==> config.mk <==
export PLATFORM = sky130hd
export DESIGN_NAME = uart_rx_voter_flat
export DESIGN_NICKNAME = d
export VERILOG_FILES = /design/src/rtl/uart_rx_voter_if.sv /design/src/rtl/uart_rx_voter.sv /design/src/flat_wrapper.sv
export SDC_FILE = /design/constraint.sdc
export NUM_CORES = 1
export LEC_CHECK = 0
export ABC_AREA = 0
export CAP_MARGIN = 20
export CORE_ASPECT_RATIO = 1.4
export CORE_MARGIN = 3
export CORE_UTILIZATION = 49
export DETAILED_ROUTE_END_ITERATION = 10
export PLACE_DENSITY = 0.8
export SYNTH_ARGS = -nofsm -noshare
export SYNTH_HDL_FRONTEND = slang
export SYNTH_SLANG_ARGS = --single-unit
==> constraint.sdc <==
create_clock -name clk -period 2.3 [get_ports clk]
set_input_delay 0.575 -clock clk [delete_from_list [all_inputs] [get_ports clk]]
set_output_delay 0.575 -clock clk [all_outputs]
set_load 0.02 [all_outputs]
==> src/rtl/uart_rx_voter_if.sv <==
// Receive-side bundle for uart_rx_voter: serial line in, one-entry
// valid/ready frame holding register out.
interface uart_rx_voter_if #(
    parameter int unsigned BIT_LEN = 7
);
    logic               rx_channel_in;
    logic               rx_data_ready;
    logic [BIT_LEN-1:0] rx_data_out;
    logic               rx_data_valid;
    logic               rx_parity_err;
    logic               rx_frame_err;
    logic               rx_overrun;

    // Receiver side
    modport master (
        input  rx_channel_in,
        input  rx_data_ready,
        output rx_data_out,
        output rx_data_valid,
        output rx_parity_err,
        output rx_frame_err,
        output rx_overrun
    );

    // Line driver / frame consumer side
    modport slave (
        output rx_channel_in,
        output rx_data_ready,
        input  rx_data_out,
        input  rx_data_valid,
        input  rx_parity_err,
        input  rx_frame_err,
        input  rx_overrun
    );
endinterface

==> src/rtl/uart_rx_voter.sv <==
// Oversampling UART receiver: majority vote per bit, even parity and stop
// checks, one-entry holding register with overrun pulse.
module uart_rx_voter #(
    parameter int unsigned BIT_LEN    = 7,
    parameter int unsigned OVERSAMPLE = 3
) (
    input  logic            clk,
    input  logic            rstn,
    uart_rx_voter_if.master bus
);
    localparam int unsigned CNT_W  = (OVERSAMPLE > 1) ? $clog2(OVERSAMPLE) : 1;
    localparam int unsigned ONES_W = $clog2(OVERSAMPLE + 1);
    localparam int unsigned IDX_W  = (BIT_LEN > 1) ? $clog2(BIT_LEN) : 1;

    typedef enum logic [2:0] {
        IDLE,
        START,
        DATA,
        PARITY,
        STOP,
        WAIT_IDLE
    } state_t;

    state_t             state;
    logic [CNT_W-1:0]   sample_cnt;
    logic [ONES_W-1:0]  ones_cnt;
    logic [IDX_W-1:0]   bit_idx;
    logic [BIT_LEN-1:0] data_sr;
    logic               parity_bit;

    logic [ONES_W-1:0]  ones_next_c;
    logic               bit_end_c;
    logic               voted_c;
    logic               parity_err_c;
    logic               frame_err_c;

    // Vote includes the sample taken on the current edge
    always_comb begin
        ones_next_c  = ones_cnt + ONES_W'(bus.rx_channel_in);
        bit_end_c    = (sample_cnt == CNT_W'(OVERSAMPLE - 1));
        voted_c      = (ones_next_c > ONES_W'(OVERSAMPLE / 2));
        parity_err_c = (^data_sr) ^ parity_bit;
        frame_err_c  = ~voted_c;
    end

    always_ff @(posedge clk) begin
        if (!rstn) begin
            state             <= IDLE;
            sample_cnt        <= '0;
            ones_cnt          <= '0;
            bit_idx           <= '0;
            data_sr           <= '0;
            parity_bit        <= 1'b0;
            bus.rx_data_out   <= '0;
            bus.rx_data_valid <= 1'b0;
            bus.rx_parity_err <= 1'b0;
            bus.rx_frame_err  <= 1'b0;
            bus.rx_overrun    <= 1'b0;
        end else begin
            bus.rx_overrun <= 1'b0;
            if (bus.rx_data_valid && bus.rx_data_ready) begin
                bus.rx_data_valid <= 1'b0;
            end

            unique case (state)
                IDLE: begin
                    // The first low sample is sample 0 of the start bit
                    if (!bus.rx_channel_in) begin
                        state      <= START;
                        sample_cnt <= CNT_W'(1);
                        ones_cnt   <= '0;
                    end
                end
                WAIT_IDLE: begin
                    if (bus.rx_channel_in) begin
                        state <= IDLE;
                    end
                end
                default: begin
                    if (!bit_end_c) begin
                        sample_cnt <= sample_cnt + CNT_W'(1);
                        ones_cnt   <= ones_next_c;
                    end else begin
                        sample_cnt <= '0;
                        ones_cnt   <= '0;
                        case (state)
                            START: begin
                                if (voted_c) begin
                                    state <= IDLE;
                                end else begin
                                    state   <= DATA;
                                    bit_idx <= '0;
                                end
                            end
                            DATA: begin
                                data_sr[bit_idx] <= voted_c;
                                if (bit_idx == IDX_W'(BIT_LEN - 1)) begin
                                    state <= PARITY;
                                end else begin
                                    bit_idx <= bit_idx + IDX_W'(1);
                                end
                            end
                            PARITY: begin
                                parity_bit <= voted_c;
                                state      <= STOP;
                            end
                            STOP: begin
                                // Load when empty or being drained this edge, else drop
                                if (!bus.rx_data_valid || bus.rx_data_ready) begin
                                    bus.rx_data_out   <= data_sr;
                                    bus.rx_parity_err <= parity_err_c;
                                    bus.rx_frame_err  <= frame_err_c;
                                    bus.rx_data_valid <= 1'b1;
                                end else begin
                                    bus.rx_overrun <= 1'b1;
                                end
                                state <= frame_err_c ? WAIT_IDLE : IDLE;
                            end
                            default: state <= IDLE;
                        endcase
                    end
                end
            endcase
        end
    end
endmodule

==> src/flat_wrapper.sv <==
// flat-port wrapper written by rule: the top's interface ports become plain ports
module uart_rx_voter_flat 
#(
    parameter int unsigned BIT_LEN    = 7,
    parameter int unsigned OVERSAMPLE = 3
)
  (clk, rstn, bus_rx_channel_in, bus_rx_data_ready, bus_rx_data_out, bus_rx_data_valid, bus_rx_parity_err, bus_rx_frame_err, bus_rx_overrun);
  uart_rx_voter_if #(.BIT_LEN(BIT_LEN)) bus_i ();
  input  logic clk;
  input  logic rstn;
  input wire logic [$bits(bus_i.rx_channel_in)-1:0] bus_rx_channel_in;
  input wire logic [$bits(bus_i.rx_data_ready)-1:0] bus_rx_data_ready;
  output wire logic [$bits(bus_i.rx_data_out)-1:0] bus_rx_data_out;
  output wire logic [$bits(bus_i.rx_data_valid)-1:0] bus_rx_data_valid;
  output wire logic [$bits(bus_i.rx_parity_err)-1:0] bus_rx_parity_err;
  output wire logic [$bits(bus_i.rx_frame_err)-1:0] bus_rx_frame_err;
  output wire logic [$bits(bus_i.rx_overrun)-1:0] bus_rx_overrun;
  assign bus_i.rx_channel_in = bus_rx_channel_in;
  assign bus_i.rx_data_ready = bus_rx_data_ready;
  assign bus_rx_data_out = bus_i.rx_data_out;
  assign bus_rx_data_valid = bus_i.rx_data_valid;
  assign bus_rx_parity_err = bus_i.rx_parity_err;
  assign bus_rx_frame_err = bus_i.rx_frame_err;
  assign bus_rx_overrun = bus_i.rx_overrun;
  uart_rx_voter #(.BIT_LEN(BIT_LEN), .OVERSAMPLE(OVERSAMPLE)) u_core (.clk(clk), .rstn(rstn), .bus(bus_i));
endmodule
; Word-level counts from Yosys, hierarchy flattened
; Cells that the tools add are included.
[word_totals]
regBits = 29
latch_bits = 0
ramBits = 0
mem_bits_ro = 0
inputBits = 4
elab_cells = 78
memories = 0
[op_classes]
add_sub_neg = 3
mul = 0
div = 0
order_cmp = 3
n_eq_ne = 12
n_shift = 0
n_mux = 26
bitwise = 7
n_reduce_logical = 16
[ops]
columns = operator, count
row1 = 2-to-1 mux 3 bit, 7
row2 = case mux 3 bit (2 select lines), 2
row3 = case mux 3 bit (4 select lines), 1
row4 = 2-to-1 mux 2 bit, 5
row5 = "equality test 3 bit, second input constant", 3
row6 = "!= test 2 bit, second input constant", 4
row7 = case mux 2 bit (2 select lines), 2
row8 = AND reduction 4 bit, 2
row9 = bitwise mux 7 bit, 1
row10 = 2-to-1 mux 1 bit, 7
row11 = XOR reduction 7 bit, 1
row12 = "equality test 3 x 2 -> 1 bit, second input constant", 2
row13 = NOT 1 bit, 6
row14 = AND reduction 3 bit, 2
row15 = AND reduction 5 bit, 1
row16 = OR reduction 5 bit, 1
row17 = "less-than comparator 3 x 4 -> 1 bit, second input constant", 1
row18 = "!= test 4 x 1 -> 1 bit, second input constant", 1
row19 = "adder 3 x 1 -> 3 bit, second input constant", 1
row20 = demux 1 bit (select 3 bit), 1
row21 = "equality test 3 x 1 -> 1 bit, second input constant", 1
row22 = ">= comparator 3 x 1 -> 1 bit, second input constant", 1
row23 = logical NOT 3 bit, 1
row24 = nonzero test 3 bit, 1
row25 = 11 further kinds, 12

; Depth between registers and ports, before layout
; Gate-level depths: netlist of run 1.
[depth]
depth_word = 6
depth_mapped = 6

; Worst setup path before layout of run 1
; No wires, ideal clock.
[synth_timing]
path_kind = input to register
from = in bus_rx_channel_in
to = reg u_core.bit_idx[2]
arrival_time_ns = 1.898
required_ns = 2.230
slack_ns = 0.332
path_stages = 5
n_path_buf = 0
cell_sequence = ha_1 > xnor2_1 > a22oi_1 > or4_1 > a21oi_1
[synth_between]
elab_chain_len = 4
[synth_lines]
columns = item, line
row1 = start: declaration, flat_wrapper.sv:11  ; input wire logic [$bits(bus_i.rx_channel_in)-1:0] bus_rx_channel_in;
row2 = adder 2 x 1 -> 2 bit, uart_rx_voter.sv:39  ; ones_next_c = ones_cnt + ONES_W'(bus.rx_channel_in);
row3 = > comparator 2 x 1 -> 1 bit, uart_rx_voter.sv:41  ; voted_c = (ones_next_c > ONES_W'(OVERSAMPLE / 2));
row4 = != test 2 bit (no source line), n/a
row5 = AND reduction 5 bit (no source line), n/a
row6 = end signal: assignment, uart_rx_voter.sv:100  ; bit_idx <= bit_idx + IDX_W'(1);
row7 = end: declaration, uart_rx_voter.sv:27  ; logic [IDX_W-1:0] bit_idx;
; No other way between the ends.
; A chain may end at the register's enable or synchronous reset.

; Final worst setup path of run 1
; Ends and elaborated chain as after synthesis.

==> results.py, run 1 <==
metrics = {
    "run_status": {
        "outcome": "completed",
    },
    "critical_path": {
        "cp.arrival_ns": 2.23,
        "cp_slowest_stage_delay_ns": 0.47,
        "slowest_stage": "clkdlybuf4s50_1",
        "critPathMaxFanout": 4,
        "reg2reg_depth": 4,
        "cp_top_family": "buffers and inverters",
        "cp_num_buf_inv": 1,
        "rr_startpoint": "u_core.state[2]",
        "cp_cell_sequence": "clkdlybuf4s50_1 -> ha_1 -> xnor2_1 -> a22oi_1 -> or4_1 -> a21oi_1",
        "cp.required_ns": 2.56,
        "start_kind": "input pin",
        "worstSetupPathType": "input pin to flip-flop",
        "reg2reg_setup_slack_ns": 0.51,
        "critPathCaptureType": "flip-flop",
        "r2r_end": "u_core.data_sr[1]",
    },
    "pwr": {
        "p_per_area_nw_per_um2": 571.5,
        "ir_drop_mv": 0.4269,
        "leakagePower_uw": 0.0005933,
    },
    "placed_design": {
        "hpwl_um": 2259,
        "gp_congestion": 0.8452,
        "port-buffer-count": 14,
        "dpl.cell_count": 206,
    },
    "final_layout": {
        "regArea_um2": 580.6,
        "multiInputGateArea_um2": 770.7,
        "finalNonFillerCells": 213,
        "area_growth_pct": 18.77,
        "n_antenna_cell": 0,
        "final_common_cell": "dfxtp_1",
        "layout.nets": 184,
        "nFillCells": 235,
        "layout_common_cells": "dfxtp_1 (29), nor2_1 (18), clkdlybuf4s50_1 (14)",
        "drive_gt1_share_pct": 10.17,
    },
    "sta": {
        "max_slew_margin_pct": 48.52,
        "rsz0062_at_grt": "false",
        "fmaxAchievable_mhz": 507.4,
        "worst_pin_slew_ns": 0.7706,
        "finalHoldViolations": 0,
        "finalCritPeriodShare_pct": 85.68,
        "finalSetupViolCount": 0,
        "period_minus_slack_ns": 1.971,
        "skew_ns": 0.009817,
        "final_max_slew_viol_count": 0,
        "finalSetupTns_ns": 0,
    },
    "yosys": {
        "syn-num-nets": 164,
        "async_reset_ff_share_pct": 0,
        "ys_dominant_reg_cell": "dfxtp_1",
        "yosysUniqueCellTypes": 43,
        "seq_area_frac_synth_pct": 41.28,
        "syn-mean-instance-area_um2": 8.958,
        "syn_inst": 157,
        "netlist.area_leader.share_pct": 41.28,
        "ys_ff_latch": 29,
        "yosysTopAreaCell": "dfxtp_1",
        "synth_edf_count": 0,
        "synth.area.top_cells": "dfxtp_1 (41%), mux2i_1 (9.3%), xnor2_1 (5.0%), nor2_1 (4.8%), a21oi_1 (3.2%)",
        "yosys_warnings": 0,
        "netlist_area_um2": 1406,
    },
    "clocking": {
        "clock_latency_ns": 0.32,
        "postCtsSetupBuffers": 0,
        "cts-htree-levels": 2,
        "clockBufferDepth": 2,
        "cts.repair.resized": 0,
        "cts_root_buf": "clkbuf_4",
        "cts_buffers": 5,
        "ctsHoldBuffers": 0,
        "clk_pin_slew_ns": 0.08,
        "cts_tree": "done",
        "cts_sinks": 29,
    },
    "floorplan": {
        "die_h_um": 69.39,
        "rows": 22,
        "die_area_um2": 3558,
        "start_util_pct": 52.67,
        "ioPinCount": 15,
        "fp.coreArea_um2": 2670,
        "die_x_um": 51.28,
    },
    "routing": {
        "dr.pass1.iters": 4,
        "drtIter0Drc": 42,
        "postRouteAntennaNets": 0,
        "wl_per_cell_um": 14.22,
        "vias_per_cell": 5.700,
        "drc": 0,
        "totalWireLength_um": 3029,
        "vias": 1214,
    },
    "grt": {
        "busiest_layer": "met2",
        "grt_max_degree": 17,
        "antenna_found_initial": 0,
        "met1_usage_pct": 23.39,
        "track_usage_pct": 20.40,
        "first_global_vias": 1219,
        "overflow": 0,
        "grt_pass1_wl_um": 5568,
        "grt_use_met3_pct": 7.527,
        "use_met2_pct": 33.72,
    },
    "worst_hold_path": {
        "hold_start": "u_core.bus.rx_data_out[4]",
        "min_path_type": "flip-flop to flip-flop",
        "min_delay_worst_endpoint": "u_core.bus.rx_data_out[4]",
        "holdPathStages": 2,
    },
    "flow_run": {
        "maxCapViolations": 0,
    },
}
==> per-stage QoR <==
stage | utilization (%) | instance area (um2) | total power, uW | hold WS [ns] | setup WS [ns]
final | 62.56 | 1670 | 954.6 | 0.5116 | 0.3293
after CTS | 62.56 | 1670 | 963.6 | 0.5150 | 0.3514
after global placement | 60.50 | 1615 | 654.5 | 0.4763 | 0.07684
after detailed placement | 60.50 | 1615 | 659.1 | 0.4900 | 0.03043
after global routing | 62.56 | 1670 | 1009 | 0.5467 | 0.2363
after floorplan | - | 1406 | 623.0 | 0.4578 | 0.3324
==> area by class of cell <==
class	count	share of cell area, %
Clock buffer	7	3.296
Inverter	7	1.573
Multi-Input combinational cell	113	46.14
Sequential cell	29	34.76
Tap cell	36	2.697
Timing Repair Buffer	21	11.54
==> worst max path at each step <==
stage,slack (ns),end,depth (start not counted),from
after detailed placement,0.03,u_core.bit_idx[2],6,bus_rx_channel_in
after floorplan,0.33,u_core.bit_idx[2],5,bus_rx_channel_in
after global placement,0.08,u_core.bit_idx[2],6,bus_rx_channel_in
final,0.33,u_core.bit_idx[2],6,bus_rx_channel_in
after CTS,0.35,u_core.bit_idx[2],6,bus_rx_channel_in
after global routing,0.24,u_core.bit_idx[2],6,bus_rx_channel_in
==> logic make-up after synthesis <==
| kind of cell | Yosys count | synth area share [%] |
|---|---|---|
| xor+xnor | 9 | 5.605 |
| fa+ha+maj | 3 | 2.669 |
| compound gates | 32 | 15.39 |
| simple gates | 56 | 21.44 |
| mux | 13 | 9.252 |
| flops | 29 | 41.28 |
| buf+inv | 15 | 4.360 |
==> worst register-to-register path, stage by stage, from the launching register on <==
cell,delay (ns)
dfxtp_1,0.42
nor3b_1,0.69
nand4_1,0.23
mux2i_1,0.26
nor2_1,0.08
==> where the power goes <==
group	leakage (uW)	total [uW]	internal, uW	switching (uW)
combinational	0.000328	111	49.7	61.5
sequential	0.000234	538	513	25.1
clock	0.0000314	305	144	161
total	0.000593	955	707	248
==> sequential cells by signal (all words and copies together) (netlist names), 2 cells and up <==
register                flops
u_core.bus.rx_data_out      7
u_core.data_sr              7
u_core.bit_idx              3
u_core.state                3
u_core.ones_cnt             2
u_core.sample_cnt           2
==> cells in the mapped netlist, types with 2 or more instances <==
cell type / number
a21oi_1: 9
a311oi_1: 4
a31oi_1: 4
clkbuf_1: 6
dfxtp_1: 29
ha_1: 3
inv_1: 7
mux2i_1: 13
nand2_1: 7
nand2b_1: 2
nand3_1: 2
nand4_1: 3
nor2_1: 18
nor2b_1: 6
nor3_1: 5
nor4_1: 2
o21ai_0: 3
or2_2: 2
xnor2_1: 8
==> metal layers <==
metal / vias up / share of wire, %
li1: 606 / -
met1: 576 / 41
met2: 24 / 53
met3: 8 / 4.6
met4: 0 / 1.7
met5: - / 0
(Power assumes the default switching activity.)
==> run 2: changes to the inputs <==
--- a/config.mk
+++ b/config.mk
@@ -9,9 +9,9 @@
 export CAP_MARGIN = 20
 export CORE_ASPECT_RATIO = 1.4
 export CORE_MARGIN = 3
-export CORE_UTILIZATION = 49
+export CORE_UTILIZATION = 55
 export DETAILED_ROUTE_END_ITERATION = 10
-export PLACE_DENSITY = 0.8
+export PLACE_DENSITY = 0.87
 export SYNTH_ARGS = -nofsm -noshare
 export SYNTH_HDL_FRONTEND = slang
 export SYNTH_SLANG_ARGS = --single-unit
==> run 2 against run 1 <==
  * Sequential share of layout area is 0.21 points lower
  * Clock power is 4% higher
  * Setup slack better by 0.0035 ns
  * Clock skew is 0.0014 ns lower
  * Die area is 9.8% lower
  * Fmax is 0.18% higher
  * Cell area is 0.60% higher
  * Sequential power hardly changed
  * Global-route usage is 1.9 points higher
  * Via count is 1.6% higher
  * Non-clock buffer count is 1 higher
==> results.py, run 2 (same netlist as run 1, synthesis figures left out) <==
metrics = {
    "floorplan": {
        "rows": 21,
        "die_area_um2": 3208,
        "start_util_pct": 58.18,
        "die_h_um": 65.83,
        "die_x_um": 48.74,
        "ioPinCount": 15,
        "fp.coreArea_um2": 2417,
    },
    "final_layout": {
        "n_antenna_cell": 0,
        "largest_registers": "u_core.bus.rx_data_out x7, u_core.data_sr x7",
        "drive_gt1_share_pct": 11.73,
        "multiInputGateArea_um2": 770.7,
        "fin_area_um2": 1680,
        "layout_common_cells": "dfxtp_1 (29), nor2_1 (18), clkdlybuf4s50_1 (14)",
        "final_common_cell": "dfxtp_1",
        "utilization_pct": 69.51,
        "regArea_um2": 580.6,
        "nFillCells": 204,
        "area_growth_pct": 19.48,
        "layout.nets": 185,
    },
    "routing": {
        "postRouteAntennaNets": 0,
        "drtIter0Drc": 56,
        "dr.pass1.iters": 4,
        "vias_per_cell": 5.789,
        "totalWireLength_um": 3083,
        "drc": 0,
        "wl_per_cell_um": 14.47,
        "vias": 1233,
    },
    "pwr": {
        "p_per_area_nw_per_um2": 579.8,
        "seqPwrFrac_pct": 55.3,
        "power.internal_uw": 685.9,
        "ir_drop_mv": 0.4402,
        "leakagePower_uw": 0.0005898,
        "pwr-share-clk_pct": 32.6,
        "p_total_uw": 974.3,
        "switchingPower_uw": 288.4,
        "switching_share_pct": 29.60,
        "power_frac_comb_pct": 12.1,
    },
    "clocking": {
        "cts_tree": "done",
        "clock_latency_ns": 0.34,
        "ctsHoldBuffers": 0,
        "cts_root_buf": "clkbuf_4",
        "cts_buffers": 5,
        "clk_pin_slew_ns": 0.11,
        "cts.repair.resized": 0,
        "postCtsSetupBuffers": 0,
        "cts-htree-levels": 2,
        "clockBufferDepth": 2,
        "cts_sinks": 29,
    },
    "sta": {
        "final_max_slew_viol_count": 0,
        "finalHoldViolations": 0,
        "worst_pin_slew_ns": 0.6310,
        "timing.hold.ws_ns": 0.5109,
        "rsz0062_at_grt": "false",
        "max_slew_margin_pct": 57.84,
        "finalSetupViolCount": 0,
        "skew_ns": 0.008396,
        "fmaxAchievable_mhz": 508.3,
        "finalCritPeriodShare_pct": 85.53,
        "period_minus_slack_ns": 1.967,
    },
    "grt": {
        "track_usage_pct": 22.28,
        "antenna_found_initial": 0,
        "first_global_vias": 1220,
        "grt_pass1_wl_um": 5402,
        "grt_max_degree": 19,
        "overflow": 0,
    },
    "critical_path": {
        "critPathCaptureType": "flip-flop",
        "start_kind": "input pin",
        "critPathMaxFanout": 4,
        "reg2reg_depth": 3,
        "r2r_end": "u_core.bit_idx[2]",
        "worstSetupPathType": "input pin to flip-flop",
        "reg2reg_setup_slack_ns": 0.58,
        "cp.required_ns": 2.57,
        "cp.arrival_ns": 2.24,
        "rr_startpoint": "u_core.state[2]",
    },
    "run_status": {
        "outcome": "completed",
    },
    "placed_design": {
        "port-buffer-count": 14,
        "gp_congestion": 0.8768,
        "detailed_place.area_um2": 1620,
        "hpwl_um": 2311,
    },
    "flow_run": {
        "maxCapViolations": 0,
    },
    "worst_hold_path": {
        "min_delay_worst_endpoint": "u_core.bus.rx_data_out[3]",
        "min_path_type": "flip-flop to flip-flop",
        "hold_start": "u_core.bus.rx_data_out[3]",
        "holdPathStages": 2,
    },
}
run 2: cell count changes in the layout (fill, tap and decap cells not counted), sizes merged:
cell,before,now
clkinvlp,0,3
clkbuf,7,5
buf,7,8
run 2: worst max-delay path, cell delays in order:
cell             delay [ns]
clkdlybuf4s50_1        0.47
ha_1                   0.26
xnor2_1                0.20
a22oi_1                0.14
or4_1                  0.41
a21oi_1                0.18
run 2: stage by stage:
step	setup WS [ns]	TNS, ns	cells
floorplan	0.3324	0	157
global placement	0.1113	0	205
detailed placement	-0.01553	-0.01553	205
CTS	0.3391	0	213
global route	0.1975	0	213
finish	0.3328	0	213
run 2: layer usage:
layer | wire, um | track usage, % | vias up
met4 | 120 | 15.66 | 0
met2 | 1577 | 37.24 | 32
met3 | 132 | 6.095 | 13
met5 | 0 | 0 | -
li1 | - | - | 609
met1 | 1252 | 24.32 | 579
run 2: worst max path at each step:
stage	startpoint	end	slack, ns	depth (start not counted)
floorplan	bus_rx_channel_in	u_core.bit_idx[2]	0.33	5
global placement	bus_rx_channel_in	u_core.bit_idx[2]	0.11	6
detailed placement	bus_rx_channel_in	u_core.bit_idx[2]	-0.02	6
CTS	bus_rx_channel_in	u_core.bit_idx[2]	0.34	6
global route	bus_rx_channel_in	u_core.bit_idx[2]	0.20	6
finish	bus_rx_channel_in	u_core.bit_idx[2]	0.33	6
run 2: cell type report:
cell class | count | share of cell area [%]
Clock buffer | 5 | 2.234
Clock inverter | 3 | 1.340
Multi-Input combinational cell | 113 | 45.87
Timing Repair Buffer | 22 | 11.91
Sequential cell | 29 | 34.55
Tap cell | 34 | 2.532
Inverter | 7 | 1.564
run 2: power by group through the flow:
| stage | Sequential [uW] | Clock, uW | Combinational, uW |
|---|---|---|---|
| after floorplan | 534 | 0 | 88.8 |
| after global placement | 548 | 0 | 111 |
| after detailed placement | 550 | 0 | 117 |
| after CTS | 538 | 326 | 117 |
| after global routing | 543 | 348 | 131 |
| final | 539 | 318 | 118 |
